File: config.mk
export PLATFORM = sky130hd
export DESIGN_NAME = button_event_arbiter
export DESIGN_NICKNAME = d
export VERILOG_FILES = /design/src/rtl/button_event_arbiter.sv
export SDC_FILE = /design/constraint.sdc
export NUM_CORES = 1
export LEC_CHECK = 0
export ABC_CLOCK_PERIOD_IN_PS = 4450
export BUFFER_PORTS_ARGS = -buffer_cell sky130_fd_sc_hd__buf_2
export CORE_MARGIN = 3
export CORE_UTILIZATION = 55
export CTS_CLUSTER_DIAMETER = 30
export DETAILED_ROUTE_END_ITERATION = 8
export PLACE_DENSITY = 0.7
export SYNTH_ARGS = -nofsm -noshare
export SYNTH_HDL_FRONTEND = slang
export SYNTH_SLANG_ARGS = --single-unit
File: constraint.sdc
create_clock -name clk_i -period 4.45 [get_ports clk_i]
set_input_delay 0 -clock clk_i [delete_from_list [all_inputs] [get_ports clk_i]]
set_output_delay 0 -clock clk_i [all_outputs]
set_load 0.005 [all_outputs]
File: src/rtl/button_event_arbiter.sv
// Shared-prescaler debouncer for N_BTN buttons with a one-deep pending slot per button/event type
// and a round-robin valid/ready event output. Define BUTTON_EVT_LONG_EN to add long-press events.
module button_event_arbiter #(
  parameter int N_BTN        = 4,
  parameter int TICK_CLOCKS  = 10_000,
  parameter int STABLE_TICKS = 100,
  parameter int LONG_TICKS   = 1000
) (
  input  logic                                       clk_i,
  input  logic                                       rst_i,
  input  logic [N_BTN-1:0]                           btn_i,
  output logic [N_BTN-1:0]                           level_o,
  output logic                                       evt_valid_o,
  input  logic                                       evt_ready_i,
  output logic [((N_BTN > 1) ? $clog2(N_BTN) : 1)-1:0] evt_id_o,
  output logic [1:0]                                 evt_type_o,
  output logic                                       overflow_o
);

  localparam int IDW = (N_BTN > 1) ? $clog2(N_BTN) : 1;
  localparam int PW  = $clog2(TICK_CLOCKS);
  localparam int CW  = $clog2(STABLE_TICKS + 1);
`ifdef BUTTON_EVT_LONG_EN
  localparam int NT  = 3;
  localparam int HW  = $clog2(LONG_TICKS + 1);
`else
  localparam int NT  = 2;
`endif
  // Pend bit index equals the emitted type code: press=0, release=1, long=2.
  localparam int T_PRESS = 0;
  localparam int T_REL   = 1;

  logic [N_BTN-1:0] sync1_q, sync2_q;
  logic [PW-1:0]    presc_q, presc_d;
  logic             tick;
  logic [CW-1:0]    cnt_q [N_BTN];
  logic [CW-1:0]    cnt_d [N_BTN];
  logic [N_BTN-1:0] level_q, level_d;
  logic [NT-1:0]    pend_q [N_BTN];
  logic [NT-1:0]    pend_d [N_BTN];
  logic [NT-1:0]    raise [N_BTN];
  logic [NT-1:0]    grant_clr [N_BTN];
`ifdef BUTTON_EVT_LONG_EN
  logic [HW-1:0]    hold_q [N_BTN];
  logic [HW-1:0]    hold_d [N_BTN];
`endif
  logic             valid_q, valid_d;
  logic [IDW-1:0]   id_q, id_d, rr_q, rr_d;
  logic [1:0]       type_q, type_d;
  logic             overflow_q, overflow_d;
  logic             load, found;
  logic [IDW-1:0]   gnt, idx;
  logic [1:0]       gnt_type;

  assign tick = (presc_q == PW'(TICK_CLOCKS - 1));

  always_comb begin
    presc_d = tick ? '0 : presc_q + 1'b1;
    for (int i = 0; i < N_BTN; i++) begin
      cnt_d[i]   = cnt_q[i];
      level_d[i] = level_q[i];
      raise[i]   = '0;
      if (tick) begin
        if (sync2_q[i] == level_q[i]) begin
          cnt_d[i] = '0;
        end else if (cnt_q[i] == CW'(STABLE_TICKS - 1)) begin
          level_d[i] = ~level_q[i];
          cnt_d[i]   = '0;
          if (level_q[i]) raise[i][T_REL] = 1'b1;
          else            raise[i][T_PRESS] = 1'b1;
        end else begin
          cnt_d[i] = cnt_q[i] + 1'b1;
        end
      end
`ifdef BUTTON_EVT_LONG_EN
      // Saturating at LONG_TICKS guarantees a single long event per press.
      hold_d[i] = hold_q[i];
      if (!level_q[i]) begin
        hold_d[i] = '0;
      end else if (tick && hold_q[i] != HW'(LONG_TICKS)) begin
        hold_d[i] = hold_q[i] + 1'b1;
        if (hold_q[i] == HW'(LONG_TICKS - 1)) raise[i][2] = 1'b1;
      end
`endif
    end
  end

  always_comb begin
    load     = !valid_q || evt_ready_i;
    found    = 1'b0;
    gnt      = '0;
    idx      = '0;
    gnt_type = 2'b00;
    for (int k = 0; k < N_BTN; k++) begin
      idx = IDW'((int'(rr_q) + k) % N_BTN);
      if (!found && (|pend_q[idx])) begin
        found = 1'b1;
        gnt   = idx;
      end
    end
    if (pend_q[gnt][T_PRESS]) gnt_type = 2'b00;
`ifdef BUTTON_EVT_LONG_EN
    else if (pend_q[gnt][2]) gnt_type = 2'b10;
`endif
    else gnt_type = 2'b01;

    valid_d    = valid_q;
    id_d       = id_q;
    type_d     = type_q;
    rr_d       = rr_q;
    overflow_d = 1'b0;
    for (int i = 0; i < N_BTN; i++) grant_clr[i] = '0;
    if (load) begin
      valid_d = found;
      if (found) begin
        id_d   = gnt;
        type_d = gnt_type;
        rr_d   = IDW'((int'(gnt) + 1) % N_BTN);
        grant_clr[gnt][gnt_type] = 1'b1;
      end
    end
    // A bit freed by this cycle's grant absorbs a new event without overflow.
    for (int i = 0; i < N_BTN; i++) begin
      pend_d[i]  = (pend_q[i] & ~grant_clr[i]) | raise[i];
      overflow_d = overflow_d | (|(raise[i] & pend_q[i] & ~grant_clr[i]));
    end
  end

  always_ff @(posedge clk_i or posedge rst_i) begin
    if (rst_i) begin
      sync1_q    <= '0;
      sync2_q    <= '0;
      presc_q    <= '0;
      level_q    <= '0;
      valid_q    <= 1'b0;
      id_q       <= '0;
      type_q     <= 2'b00;
      rr_q       <= '0;
      overflow_q <= 1'b0;
      for (int i = 0; i < N_BTN; i++) begin
        cnt_q[i]  <= '0;
        pend_q[i] <= '0;
`ifdef BUTTON_EVT_LONG_EN
        hold_q[i] <= '0;
`endif
      end
    end else begin
      sync1_q    <= btn_i;
      sync2_q    <= sync1_q;
      presc_q    <= presc_d;
      level_q    <= level_d;
      valid_q    <= valid_d;
      id_q       <= id_d;
      type_q     <= type_d;
      rr_q       <= rr_d;
      overflow_q <= overflow_d;
      for (int i = 0; i < N_BTN; i++) begin
        cnt_q[i]  <= cnt_d[i];
        pend_q[i] <= pend_d[i];
`ifdef BUTTON_EVT_LONG_EN
        hold_q[i] <= hold_d[i];
`endif
      end
    end
  end

  assign level_o     = level_q;
  assign evt_valid_o = valid_q;
  assign evt_id_o    = id_q;
  assign evt_type_o  = type_q;
  assign overflow_o  = overflow_q;

endmodule

Word level (Yosys, flattened, before mapping)
Index checks and enable logic that the tools add are counted.
{ "op_classes": {"n_reduce_logical": 23, "bitwise": 36, "magnitude_cmp": 8, "n_mux": 59, "eq_ne": 9, "addsub": 9} }
{ "op_table": {"columns": ["cell", "n"], "rows": [
  ["$mux 7", 8],
  ["$mux 2", 25],
  ["$add 7x1->7 const B", 4],
  ["$eq 7x7->1 const B", 4],
  ["$and 2x2->2", 12],
  ["$bmux 2 s2", 5],
  ["$mux 1", 16],
  ["$mux 8", 2],
  ["$reduce_or 2->1", 8],
  ["$ge 3x3->1 const B", 5],
  ["$not 2->3", 5],
  ["$add 14x1->14 const B", 1],
  ["$eq 14x14->1 const B", 1],
  ["$mux 14", 1],
  ["$reduce_and 3->1", 4],
  ["$not 1->1", 8],
  ["$not 2->2", 4],
  ["$or 2x2->2", 4],
  ["$logic_and 1x1->1", 5],
  ["$add 2x1->2 const B", 2],
  ["$add 2x2->2 const B", 2],
  ["$demux 2 s2", 1],
  ["$eq 1x1->1", 4],
  ["$logic_not 1->1", 4],
  ["other kinds (7)", 9]
]} }
{ "totals": {"word_cells": 164, "reg_bits": 70, "out_inout_bits": 10} }

Logic depth before layout (Yosys ltp)
{ "depth": {"word_depth": 34, "depth_mapped": 9} }

Least setup slack after synthesis
No wires, ideal clock.
{ "synth_path": {"kind": "register -> register", "start": "reg pend_q[6] (netlist bit)", "end": "reg overflow_q (netlist: overflow_o)", "setup_time_ns": 0.129, "t_arrival_ns": 2.056, "required_ns": 4.321, "period_less_slack_ns": 2.185, "setup_slack_ns": 2.265, "stages_incl_launch_ff": 9, "n_path_buf": 0, "cell_sequence": "dfrtp_1 -> nor2_1 -> o221ai_1 -> a21oi_2 -> ha_1 -> nor3_1 -> a211oi_1 -> o2111ai_1 -> a2111o_1"} }
{ "synth_between": {"elab_chain_cells": 33, "elab_cells_between_ends": 63, "cone_classes": "order compare: 4; mux: 30; bitwise: 13; reduce/logical: 16"} }
{ "synth_lines": {"columns": ["item", "line", "text"], "rows": [
  ["from (decl)", "39", "logic [NT-1:0] pend_q [N_BTN];"],
  ["from (signal, indexed assignment)", "159", "pend_q[i] <= pend_d[i];"],
  ["$bmux 2 s2", "96", "if (!found && (|pend_q[idx])) begin"],
  ["$mux 2 (not written as such) (2 in a row)", "96", null],
  ["$reduce_or 2->1", "96", null],
  ["$mux 1", "96", null],
  ["$logic_not 1->1", "96", null],
  ["$logic_and 1x1->1", "96", null],
  ["$mux 1", "96", null],
  ["$logic_not 1->1", "96", null],
  ["(+5 left out)", null, null],
  ["via gnt[0]", "52", "logic [IDW-1:0] gnt, idx;"],
  ["(+11 left out)", null, null],
  ["$mux 8 *", "115", "if (found) begin"],
  ["$mux 8 *", "113", "if (load) begin"],
  ["$not 2->2", "125", "overflow_d = overflow_d | (|(raise[i] & pend_q[i] & ~grant_clr[i]));"],
  ["$and 2x2->2", "125", null],
  ["$reduce_or 2->1", "125", null],
  ["$or 1x1->1 (2 in a row)", "125", null],
  ["$or 1x1->1 *", "125", null],
  ["via overflow_d", "50", "logic overflow_q, overflow_d;"],
  ["to (signal assigned)", "156", "overflow_q <= overflow_d;"],
  ["to (decl)", "50", null]
]} }
Mark *: on every way through the listed nets, which the timed path passes. The rest lies on a longest branch. The select of a mux whose other input is x is not followed.
A chain may end at the register's enable or synchronous reset.

Worst setup path in the final report
{ "layout_path": {"start": "reg presc_q[4]", "end": "reg overflow_q (netlist: overflow_o)"} }
{ "layout_between": {"elab_chain_cells": 8, "elab_cells_between_ends": 20, "cone_classes": "eq/ne: 1; mux: 4; bitwise: 11; reduce/logical: 4"} }
{ "layout_lines": {"columns": ["item", "line", "text"], "rows": [
  ["from (decl)", "34", "logic [PW-1:0] presc_q, presc_d;"],
  ["from (signal assigned)", "150", "presc_q <= presc_d;"],
  ["$eq 14x14->1 *", "55", "assign tick = (presc_q == PW'(TICK_CLOCKS - 1));"],
  ["$mux 2", "63", "if (tick) begin"],
  ["$and 2x2->2 (2 in a row)", "125", null],
  ["$reduce_or 2->1", "125", null],
  ["$or 1x1->1 (2 in a row)", "125", null],
  ["$or 1x1->1 *", "125", null],
  ["via overflow_d", "50", null]
]} }
Mark *: on every way through the listed nets, which the timed path passes. The rest lies on a longest branch.

==> run summary <==
Die Width = 85.8 microns
Req. time, crit path = 4.73 ns
largest net degree at the start of global routing = 70
Sw Pwr = 656 uW
Max FO, Critical Path = 29
synthesized area = 0.00350 sq mm
Netlist cell types = 51
PortBufs = 15
Post-synth EDFFs = 0
Syn Inst Count = 366
Crit path arrival time = 2.86 ns
Worst Hold Class = primary input to flop
met2 Track Usage GR = 33.2%
Fin. Hold Viols = 0
critical path startpoint = presc_q[4]
Ports = 17
Yosys warning total = 0
DR vias/cell = 5.83
Post-DRT Antenna Nets = 0
Vias = 2756
fin crit share = 58.0%
Ant. Diodes = 0
initial antenna violation count = 0
Tot GR Track Use = 21.0%
1st-iter DRT viols = 121
maximum clock frequency = 0.387 GHz
CTS buffer count = 9
pre-CTS setup slack = 1.93 ns
die area = 0.00735 sq mm
Setup WS post-layout = 1.87 ns
Layout Nets = 410
clk buf depth = 2
Post-synth top cells = dfrtp_1 (69), nand2_1 (48), o21ai_0 (45)
grt met1 use = 28.1%
H-tree levels = 3
most frequent cell after synthesis = dfrtp_1
Yosys top cell by area = dfrtp_1
number of global-route vias before repair = 2731
first-pass GRT wire length = 12400 microns
Initial Util = 58.1%
remaining routing DRC violations = 0
Hold WS = 0.301 ns
internal power = 1.17 mW
Post-CTS Resized = 0
Sink Count = 69
CTS tree = built
Async SR Flop Fraction = 100%
GR Layer Usage met3 = 3.65%
Area Growth Syn to Fin = 11.3%
Finish-stage setup viols = 0
num rows = 28
FF-to-FF setup slack = 1.87 ns
WL final = 6970 microns
GRT busiest layer = met2
wire length per cell = 14.7 microns
synthesized area per cell = 9.56 sq um
setup TNS = 0 ns
min-delay src = btn_i[1]
clock latency on the worst-skew pair = 0.34 ns
Comb power frac = 32.3%
share of total power in sequential cells = 41.1%
fin. max-slew vios = 0
die height = 85.8 microns
pwr dens = 468 mW/mm^2
Core Footprint = 0.00603 sq mm
clock power share = 26.6%
RR Startpoint = presc_q[4]
flops & latches, synth = 69
GRT overflow = 0
clock skew = 0.00678 ns
Yosys top cell area share = 49.4%
crit end category = flop
clk slew on worst S/H paths = 0.07 ns
GPL Wtd Cong = 0.826
synth top area cells = dfrtp_1 (49%), o21ai_0 (6.4%), nand2_1 (5.2%)
worst slew pin tran = 0.846 ns
share of cells above drive strength 1 = 12.6%
RSZ-0062 raised after global routing = no
sequential share of the synthesized area = 49.4%
Slew headroom = 43.1%
drt pass-1 iters = 4
Root Driver = clkbuf_8
min Tclk post-route = 2.58 ns
Max Cap Viol = 0
VDD IR-drop max = 0.547 mV
nature of the critical path startpoint = flop
Synth Flop Type = dfrtp_1
status = completed
Detailed Place HPWL = 4780 microns
Post-Syn Nets = 382
P_leak = 1.72 nW
WS Path Type = flop to flop
fillers = 494
switching share of power = 36.0%
path summary, 6_finish.rpt:
| check | end | cells past startpoint |
|---|---|---|
| min reg2reg | sync2_q[0] | 0 |
| max reg2reg | overflow_o | 8 |
| min | sync1_q[1] | 2 |
| max in group asynchronous | sync1_q[0] | 4 |
| max | overflow_o | 8 |
| min in group asynchronous | sync1_q[1] | 4 |
area by class of cell:
cell class	instances	area, sq um	share of cell area [%]
timing repair buffer	25	165	4.24
tap	75	93.8	2.41
clock buffer	10	128	3.28
multi-input combinational	278	1690	43.3
inverter	11	41.3	1.06
sequential	69	1730	44.3
clock inverter	5	52.6	1.35
stage by stage:
step	cells	cell area [sq um]	power (mW)	util, %
after global placement	452	3650	1.33	60.6
after detailed placement	452	3650	1.34	60.6
after floorplan	366	3500	1.18	-
after CTS	473	3890	1.83	64.6
after global routing	473	3890	1.93	64.6
final	473	3890	1.82	64.6
kinds of logic (layout without fill, tap and decap cells):
logic type                 count (synthesis)  after routing  share of synthesized area [%]
other                                      1              1                          0.107
adders and majority gates                  9              9                           3.22
buffers and inverters                     19             51                           2.43
and+or+nand+nor                          170            170                           25.8
muxes                                      3              3                          0.966
AOI/OAI and AO/OA                         77             77                           13.7
DFF                                       69             69                           49.4
xor gates and xnor gates                  18             18                           4.51
cells in the final DEF, fill, tap and decap left out, types with 10 or more instances in the layout:
cell and count:
buf_2 15, dfrtp_1 69, inv_1 10, nand2_1 48, nand2b_1 10, nand3_1 24, nand4_1 11, nor2_1 30
nor2b_1 12, o21ai_0 45, xnor2_1 11
what timing repair did:
action                                  in CTS  in global routing
hold buffers                                 6                  0
endpoints found under the hold margin       74                  0
endpoints found under the setup margin       0                  0
buffers inserted                             0                  0
state kept, by name, summed over array words and instances (netlist names):
name and count:
cnt_q 28, presc_q 14, pend_q 8, level_o 4
sync1_q 4, sync2_q 4, evt_id_o 2, rr_q 2
evt_type_o 1, evt_valid_o 1, overflow_o 1
worst max-delay path, stage by stage, from the launching register on:
cell	delay (ns)
dfrtp_1	0.46
or4b_4	0.59
nor4_4	0.27
buf_4	0.34
nand2b_1	0.21
o32ai_1	0.33
a211oi_1	0.08
o2111ai_1	0.09
a2111o_1	0.14
layer usage:
layer | share of wire (%) | vias up | wire (microns)
li1 | - | 1350 | -
met1 | 49 | 1352 | 3440
met2 | 46 | 37 | 3210
met3 | 2.6 | 17 | 179
met4 | 2.2 | 0 | 150
met5 | 0 | - | 0
power groups by stage:
stage / sequential, mW / combinational, mW / clock [mW]
2_1_floorplan: 0.742 / 0.433 / 0
4_1_cts: 0.747 / 0.590 / 0.493
3_3_place_gp: 0.758 / 0.569 / 0
6_report: 0.749 / 0.589 / 0.485
5_1_grt: 0.758 / 0.654 / 0.517
3_5_place_dp: 0.758 / 0.581 / 0
(Power assumes the default switching activity.)
